### src/rtl/gray_stream_gen.sv
// gray_stream_gen: synthetic 12-bit grayscale raster source (ramps, solid level,
// step edge) with camera-like line/frame blanking, feeding the edge path.
// Optional build macro GRAY_STREAM_GEN_CHECKER_EN turns mode 3 into a
// checkerboard of 2**CHK_LOG2 pixel squares; timing is identical either way.
module gray_stream_gen #(
  parameter int unsigned H_ACTIVE     = 640,
  parameter int unsigned V_ACTIVE     = 480,
  parameter int unsigned H_BLANK      = 160,
  parameter int unsigned V_BLANK      = 1000,
  parameter int unsigned H_RAMP_SHIFT = 2,
  parameter int unsigned V_RAMP_SHIFT = 3,
  parameter int unsigned CHK_LOG2     = 5
) (
  input  logic        iCLK,
  input  logic        iRST,
  input  logic        iSTART,
  input  logic        iCONT,
  input  logic [1:0]  iMODE,
  input  logic [11:0] iLEVEL,
  output logic        oDVAL,
  output logic [11:0] oGRAY,
  output logic        oSOF,
  output logic        oEOL,
  output logic        oBUSY,
  output logic        oFRAME_DONE
);

  localparam int unsigned XW   = $clog2(H_ACTIVE);
  localparam int unsigned YW   = (V_ACTIVE > 1) ? $clog2(V_ACTIVE) : 1;
  localparam int unsigned BMAX = (H_BLANK > V_BLANK) ? H_BLANK : V_BLANK;
  localparam int unsigned BW   = $clog2(BMAX + 1);
  localparam int unsigned HRW  = 12 + XW + H_RAMP_SHIFT;
  localparam int unsigned VRW  = 12 + YW + V_RAMP_SHIFT;

  // Reject configurations the counters and shifters cannot represent
  if (H_ACTIVE < 2 || (H_ACTIVE % 2) != 0) begin : g_bad_h_active
    $error("gray_stream_gen: H_ACTIVE must be even and >= 2");
  end
  if (V_ACTIVE < 1 || H_BLANK < 1 || V_BLANK < 1) begin : g_bad_timing
    $error("gray_stream_gen: V_ACTIVE, H_BLANK and V_BLANK must be >= 1");
  end
  if (CHK_LOG2 >= 32) begin : g_bad_chk
    $error("gray_stream_gen: CHK_LOG2 must be < 32");
  end

  typedef enum logic [1:0] {
    S_IDLE   = 2'd0,
    S_ACTIVE = 2'd1,
    S_HBLANK = 2'd2,
    S_VBLANK = 2'd3
  } state_e;

  state_e          state_q, state_d;
  logic [XW-1:0]   x_q, x_d;
  logic [YW-1:0]   y_q, y_d;
  logic [BW-1:0]   bcnt_q, bcnt_d;
  logic [1:0]      mode_q, mode_d;
  logic [11:0]     level_q, level_d;

  logic            dval_q, dval_d;
  logic [11:0]     gray_q, gray_d;
  logic            sof_q, sof_d;
  logic            eol_q, eol_d;
  logic            busy_q, busy_d;
  logic            done_q, done_d;

  logic [HRW-1:0]  h_ramp;
  logic [VRW-1:0]  v_ramp;

  // State, raster counters and latched frame configuration
  always_ff @(posedge iCLK) begin
    if (iRST) begin
      state_q <= S_IDLE;
      x_q     <= '0;
      y_q     <= '0;
      bcnt_q  <= '0;
      mode_q  <= '0;
      level_q <= '0;
    end else begin
      state_q <= state_d;
      x_q     <= x_d;
      y_q     <= y_d;
      bcnt_q  <= bcnt_d;
      mode_q  <= mode_d;
      level_q <= level_d;
    end
  end

  // Next-state: walk pixels, line blanking, frame blanking, then restart or idle
  always_comb begin
    state_d = state_q;
    x_d     = x_q;
    y_d     = y_q;
    bcnt_d  = bcnt_q;
    mode_d  = mode_q;
    level_d = level_q;
    case (state_q)
      S_IDLE: begin
        if (iSTART) begin
          state_d = S_ACTIVE;
          x_d     = '0;
          y_d     = '0;
          bcnt_d  = '0;
          mode_d  = iMODE;
          level_d = iLEVEL;
        end
      end
      S_ACTIVE: begin
        if (x_q == XW'(H_ACTIVE - 1)) begin
          state_d = S_HBLANK;
          x_d     = '0;
          bcnt_d  = '0;
        end else begin
          x_d = x_q + XW'(1);
        end
      end
      S_HBLANK: begin
        if (bcnt_q == BW'(H_BLANK - 1)) begin
          bcnt_d = '0;
          if (y_q == YW'(V_ACTIVE - 1)) begin
            state_d = S_VBLANK;
          end else begin
            state_d = S_ACTIVE;
            x_d     = '0;
            y_d     = y_q + YW'(1);
          end
        end else begin
          bcnt_d = bcnt_q + BW'(1);
        end
      end
      S_VBLANK: begin
        if (bcnt_q == BW'(V_BLANK - 1)) begin
          bcnt_d = '0;
          x_d    = '0;
          y_d    = '0;
          if (iCONT) begin
            state_d = S_ACTIVE;
            mode_d  = iMODE;
            level_d = iLEVEL;
          end else begin
            state_d = S_IDLE;
          end
        end else begin
          bcnt_d = bcnt_q + BW'(1);
        end
      end
      default: state_d = S_IDLE;
    endcase
  end

  // Output decode from the upcoming state so every output lands in a register
  always_comb begin
    dval_d = (state_d == S_ACTIVE);
    sof_d  = dval_d && (x_d == '0) && (y_d == '0);
    eol_d  = dval_d && (x_d == XW'(H_ACTIVE - 1));
    busy_d = (state_d != S_IDLE);
    done_d = (state_q == S_VBLANK) && (bcnt_q == BW'(V_BLANK - 1));
    gray_d = '0;
    h_ramp = HRW'(x_d) << H_RAMP_SHIFT;
    v_ramp = VRW'(y_d) << V_RAMP_SHIFT;
    if (dval_d) begin
      case (mode_d)
        2'd0: gray_d = (h_ramp > HRW'(12'hFFF)) ? 12'hFFF : h_ramp[11:0];
        2'd1: gray_d = (v_ramp > VRW'(12'hFFF)) ? 12'hFFF : v_ramp[11:0];
        2'd2: gray_d = level_d;
`ifdef GRAY_STREAM_GEN_CHECKER_EN
        default: gray_d = ((((x_d >> CHK_LOG2) & XW'(1)) != XW'(0)) ^
                           (((y_d >> CHK_LOG2) & YW'(1)) != YW'(0))) ? 12'hFFF : 12'h000;
`else
        default: gray_d = (x_d >= XW'(H_ACTIVE / 2)) ? 12'hFFF : 12'h000;
`endif
      endcase
    end
  end

  // Registered stream outputs
  always_ff @(posedge iCLK) begin
    if (iRST) begin
      dval_q <= 1'b0;
      gray_q <= '0;
      sof_q  <= 1'b0;
      eol_q  <= 1'b0;
      busy_q <= 1'b0;
      done_q <= 1'b0;
    end else begin
      dval_q <= dval_d;
      gray_q <= gray_d;
      sof_q  <= sof_d;
      eol_q  <= eol_d;
      busy_q <= busy_d;
      done_q <= done_d;
    end
  end

  assign oDVAL       = dval_q;
  assign oGRAY       = gray_q;
  assign oSOF        = sof_q;
  assign oEOL        = eol_q;
  assign oBUSY       = busy_q;
  assign oFRAME_DONE = done_q;

endmodule

### config.mk
export PLATFORM = sky130hd
export DESIGN_NAME = gray_stream_gen
export DESIGN_NICKNAME = d
export VERILOG_FILES = /design/src/rtl/gray_stream_gen.sv
export SDC_FILE = /design/constraint.sdc
export NUM_CORES = 1
export LEC_CHECK = 0
export ABC_CLOCK_PERIOD_IN_PS = 3430
export CAP_MARGIN = 10
export CELL_PAD_IN_SITES_DETAIL_PLACEMENT = 0
export CELL_PAD_IN_SITES_GLOBAL_PLACEMENT = 1
export CORE_ASPECT_RATIO = 1.4
export CORE_MARGIN = 4
export CORE_UTILIZATION = 43
export CTS_CLUSTER_DIAMETER = 80
export DETAILED_ROUTE_END_ITERATION = 6
export PLACE_DENSITY = 0.88
export SYNTH_ARGS = -nofsm -noshare
export SYNTH_HDL_FRONTEND = slang
export SYNTH_SLANG_ARGS = --single-unit
### constraint.sdc
create_clock -name iCLK -period 3.43 [get_ports iCLK]
set_clock_uncertainty 0.1 [all_clocks]
set_input_delay 0.343 -clock iCLK [delete_from_list [all_inputs] [get_ports iCLK]]
set_output_delay 0.343 -clock iCLK [all_outputs]
set_load 0.01 [all_outputs]
==> results.md <==
* Worst Setup Start Kind: flop
* Detailed-route DRC error count at 0
* Endpoint required time on the critical path at around 3.6 ns
* Final setup fails at 0
* Hold Fails Final Rpt at 0
* Post-detail-place hpwl at roughly 7.7 mm
* Relative area change from synthesis to final layout at 21.3%
* Pwr dens at around 430 nW/um^2
* Reg2reg start: bcnt_q[0]
* LEAKAGE at 0.00148 uW
* Peak supply drop at 0.000249 V
* Asr flop ratio synth at 0
* Number of buffers on the longest clock path at 2
* Number of unique standard cell types used by synthesis at 76
* Final wirelength at ~10 mm
* Final GP Congestion at about 0.89
* Max Fclk at just over 0.3 GHz
* TritonCTS buffer count at 9
* Clock-pin slew of the registers on the worst-case setup and hold paths at about 0.080 ns
* Critical path peak fanout at 9
* Time the worst path needs with I/O delays and setup at 3.21 ns
* Slew at the pin closest to its max-slew limit at 0.874 ns
* Start point of the worst hold path: level_q[5]
* Global route total overflow at 0
* Pin count of the biggest net entering global routing at 33
* Antenna diode count at 0
* Portion of the post-synthesis area used by sequential elements at 0.362
* Detailed-routing iteration count for the pre-antenna-repair pass at 5
* Top area cells in the synthesized netlist: sky130_fd_sc_hd__dfxtp_1 36%, sky130_fd_sc_hd__nor2_1 5.7%, sky130_fd_sc_hd__a22oi_1 3.5%
* Instance area at placement at roughly 3900 um^2
* Min-Delay Path Depth at 2
* Number of resized instances in the post-cts repair step at 0
* Commonest register cell after synthesis: sky130_fd_sc_hd__dfxtp_1
* Post-synth EDFFs at 0
* CP arrival at between 3 and 4 ns
* Setup CP Type: reg2reg
* Die outline width at between 80 and 90 um
* Utilization after layout at 0.537
* Placement Setup Slack at ~0.05 ns
* Per-cell via count in the routed design at roughly 6
* Number of violations reported at the end of detailed-routing iteration 0 at 296
* Post-Synthesis Net Count at ~430
* Syn Area/Cell at ~8.4 um^2
* Tightest Hold Check Type: reg2reg
* Number of antenna violations at the first check in global routing at 0
* Setup crit end kind: flop
* Number of storage elements in the synthesis netlist at 62
* Worst reg2reg endpoint: oSOF
* Area of the die at 9490 um^2
* Post-route cell area at approximately 4200 um^2
* Post-synthesis cell type with the largest combined area: sky130_fd_sc_hd__dfxtp_1
* Top Ports at 35
* Highest-utilization routing layer at the global route stage: met2
* Register-to-Register Path Depth at 8
* Number of global-route vias before repair at roughly 3.4k
* Number of post-CTS setup repair buffers at 0
* Post-CTS Hold Fix Bufs at 0
* Setup repair after global routing missed its margin: false
* Worst rel slew slack at 0.411
* First-pass GRT wire length at ~16 mm
* GRT met2 Usage at 0.384
* Fraction of synthesized cell area taken by the top area cell type at 0.362
* Clock Latency Late Sink at roughly 0.35 ns
* Max-slew violation count at 0
* Global-route met1 utilization at 0.238
* Starting Density at 0.443
* Routed wire per std cell at 17.7 um
* Setup total negative slack at 0 ns
* Max-Cap Viols at 0
* Total of fill cells in the finished design at 740
* Number of placement rows at 38
* DR vias at about 3.4k
* Post-synthesis cell count at around 400
* Mapped Area at approximately 3400 um^2
* Number of nets with antenna violations after routing at 0
* Final WS setup at around 0.22 ns
* Net count of the finished layout at 480
* Result of the run: finished clean
* Max H-tree Level at 3
* Proportion of layout cells with a drive suffix above 1 at 0.157
* Height of the die at between 100 and 150 um
* Hold Path Sink: level_q[5]
* Synthesis Warnings at 0
* Clock tree from TritonCTS: done
* GRT Util Overall at 0.217
* Clock sink total at just over 60
* Worst-case register-to-register setup slack at about 0.22 ns
* Clock tree root buffer cell: sky130_fd_sc_hd__clkbuf_8
* Area of the core at slightly below 8000 um^2
* Post-route fraction of the period consumed by the critical path at 0.935
* Fraction of met3 tracks used by global routing at 0.0506
* Number of buffer cells added on primary ports at 34
kinds of logic (layout without fill, tap and decap cells):
| kind of cell | Yosys count | in the layout | share of synthesized area |
|---|---|---|---|
| xor+xnor | 7 | 7 | 0.0179 |
| buf+inv | 36 | 89 | 0.0544 |
| fa+ha+maj | 7 | 7 | 0.0255 |
| flops | 62 | 62 | 0.362 |
| compound gates | 112 | 112 | 0.258 |
| mux | 1 | 1 | 0.00292 |
| simple gates | 182 | 182 | 0.279 |
worst max-delay path, stage by stage, from the launching register on:
cell and delay (ns):
sky130_fd_sc_hd__dfxtp_1 0.37, sky130_fd_sc_hd__ha_1 0.34, sky130_fd_sc_hd__and4bb_2 0.32, sky130_fd_sc_hd__a31oi_2 0.14, sky130_fd_sc_hd__or3_1 0.50, sky130_fd_sc_hd__a211oi_2 0.42, sky130_fd_sc_hd__nand3_1 0.16, sky130_fd_sc_hd__or4_1 0.53
sky130_fd_sc_hd__nor4_2 0.24
through the flow:
stage	power, uW	hold slack, ns	cells
after global routing	1860	0.451	560
final	1780	0.406	560
after global placement	1120	0.388	544
after CTS	1790	0.414	560
after floorplan	993	0.364	407
after detailed placement	1130	0.396	544
report_power, final:
part           internal, uW  switching (uW)
combinational           143             207
clock                   345             319
sequential              752            14.7
total                  1240             541
cells in the final DEF (no fill, tap or decap), types with 4 or more instances in the layout:
cell and instances:
sky130_fd_sc_hd__nand3_1 22, sky130_fd_sc_hd__or3_1 8, sky130_fd_sc_hd__a21oi_1 13, sky130_fd_sc_hd__nand2_1 32, sky130_fd_sc_hd__a41oi_1 4, sky130_fd_sc_hd__nor4_1 7
sky130_fd_sc_hd__a22oi_1 16, sky130_fd_sc_hd__buf_4 25, sky130_fd_sc_hd__inv_1 14, sky130_fd_sc_hd__nor2_1 52, sky130_fd_sc_hd__and2_1 7, sky130_fd_sc_hd__nand4_1 9
sky130_fd_sc_hd__ha_1 7, sky130_fd_sc_hd__nor3_1 11, sky130_fd_sc_hd__o211ai_1 6, sky130_fd_sc_hd__o21ai_0 17, sky130_fd_sc_hd__nand2b_1 4, sky130_fd_sc_hd__a31oi_1 7
sky130_fd_sc_hd__or4_1 5, sky130_fd_sc_hd__dfxtp_1 62, sky130_fd_sc_hd__xnor2_1 4, sky130_fd_sc_hd__clkbuf_8 9, sky130_fd_sc_hd__clkdlybuf4s50_1 34
layout make-up:
cell class / instances / area (um^2) / share of cell area
clock buffers: 9 / 124 / 0.0298
clock inverters: 7 / 80.1 / 0.0192
inverters: 14 / 52.6 / 0.0126
multi-input cells: 309 / 2010 / 0.483
flip-flops and latches: 62 / 1240 / 0.298
well taps: 100 / 125 / 0.0301
repair buffers: 59 / 528 / 0.127
registers in the layout (all words and copies together), names as in the netlist, 2 cells and up:
| signal | flops |
|---|---|
| y_q | 9 |
| level_q | 12 |
| x_q | 10 |
| state_q | 2 |
| bcnt_q | 10 |
| oGRAY | 12 |
| mode_q | 2 |
cell usage after synthesis, types with 4 or more instances:
| cell | instances |
|---|---|
| sky130_fd_sc_hd__ha_1 | 7 |
| sky130_fd_sc_hd__buf_2 | 4 |
| sky130_fd_sc_hd__inv_1 | 14 |
| sky130_fd_sc_hd__nand2_1 | 32 |
| sky130_fd_sc_hd__dfxtp_1 | 62 |
| sky130_fd_sc_hd__and2_1 | 7 |
| sky130_fd_sc_hd__nand2b_1 | 4 |
| sky130_fd_sc_hd__a21oi_1 | 13 |
| sky130_fd_sc_hd__nor4_1 | 7 |
| sky130_fd_sc_hd__clkbuf_1 | 11 |
| sky130_fd_sc_hd__or3_1 | 8 |
| sky130_fd_sc_hd__xnor2_1 | 4 |
| sky130_fd_sc_hd__nor3_1 | 11 |
| sky130_fd_sc_hd__nand4_1 | 9 |
| sky130_fd_sc_hd__nand3_1 | 22 |
| sky130_fd_sc_hd__nor2_1 | 52 |
| sky130_fd_sc_hd__o211ai_1 | 6 |
| sky130_fd_sc_hd__a31oi_1 | 7 |
| sky130_fd_sc_hd__a22oi_1 | 16 |
| sky130_fd_sc_hd__o21ai_0 | 17 |
| sky130_fd_sc_hd__or4_1 | 5 |
| sky130_fd_sc_hd__a41oi_1 | 4 |
worst max path at each step:
stage	slack (ns)	endpoint	start	cells after the start
2_1_floorplan	0.64	oSOF	bcnt_q[0]	10
3_3_place_gp	0.08	oSOF	bcnt_q[0]	8
3_5_place_dp	0.05	oSOF	bcnt_q[0]	8
4_1_cts	0.02	oSOF	bcnt_q[0]	8
5_1_grt	0.0004	oGRAY[1]	state_q[0]	9
6_report	0.22	oSOF	bcnt_q[0]	8
per-layer routing:
layer,share of wire,up-vias,wire [um]
li1,-,1637,-
met1,0.39,1583,3870
met2,0.51,151,5010
met3,0.058,41,576
met4,0.046,0,459
met5,0,-,0
No activity file was read; power rests on OpenSTA's default activity.
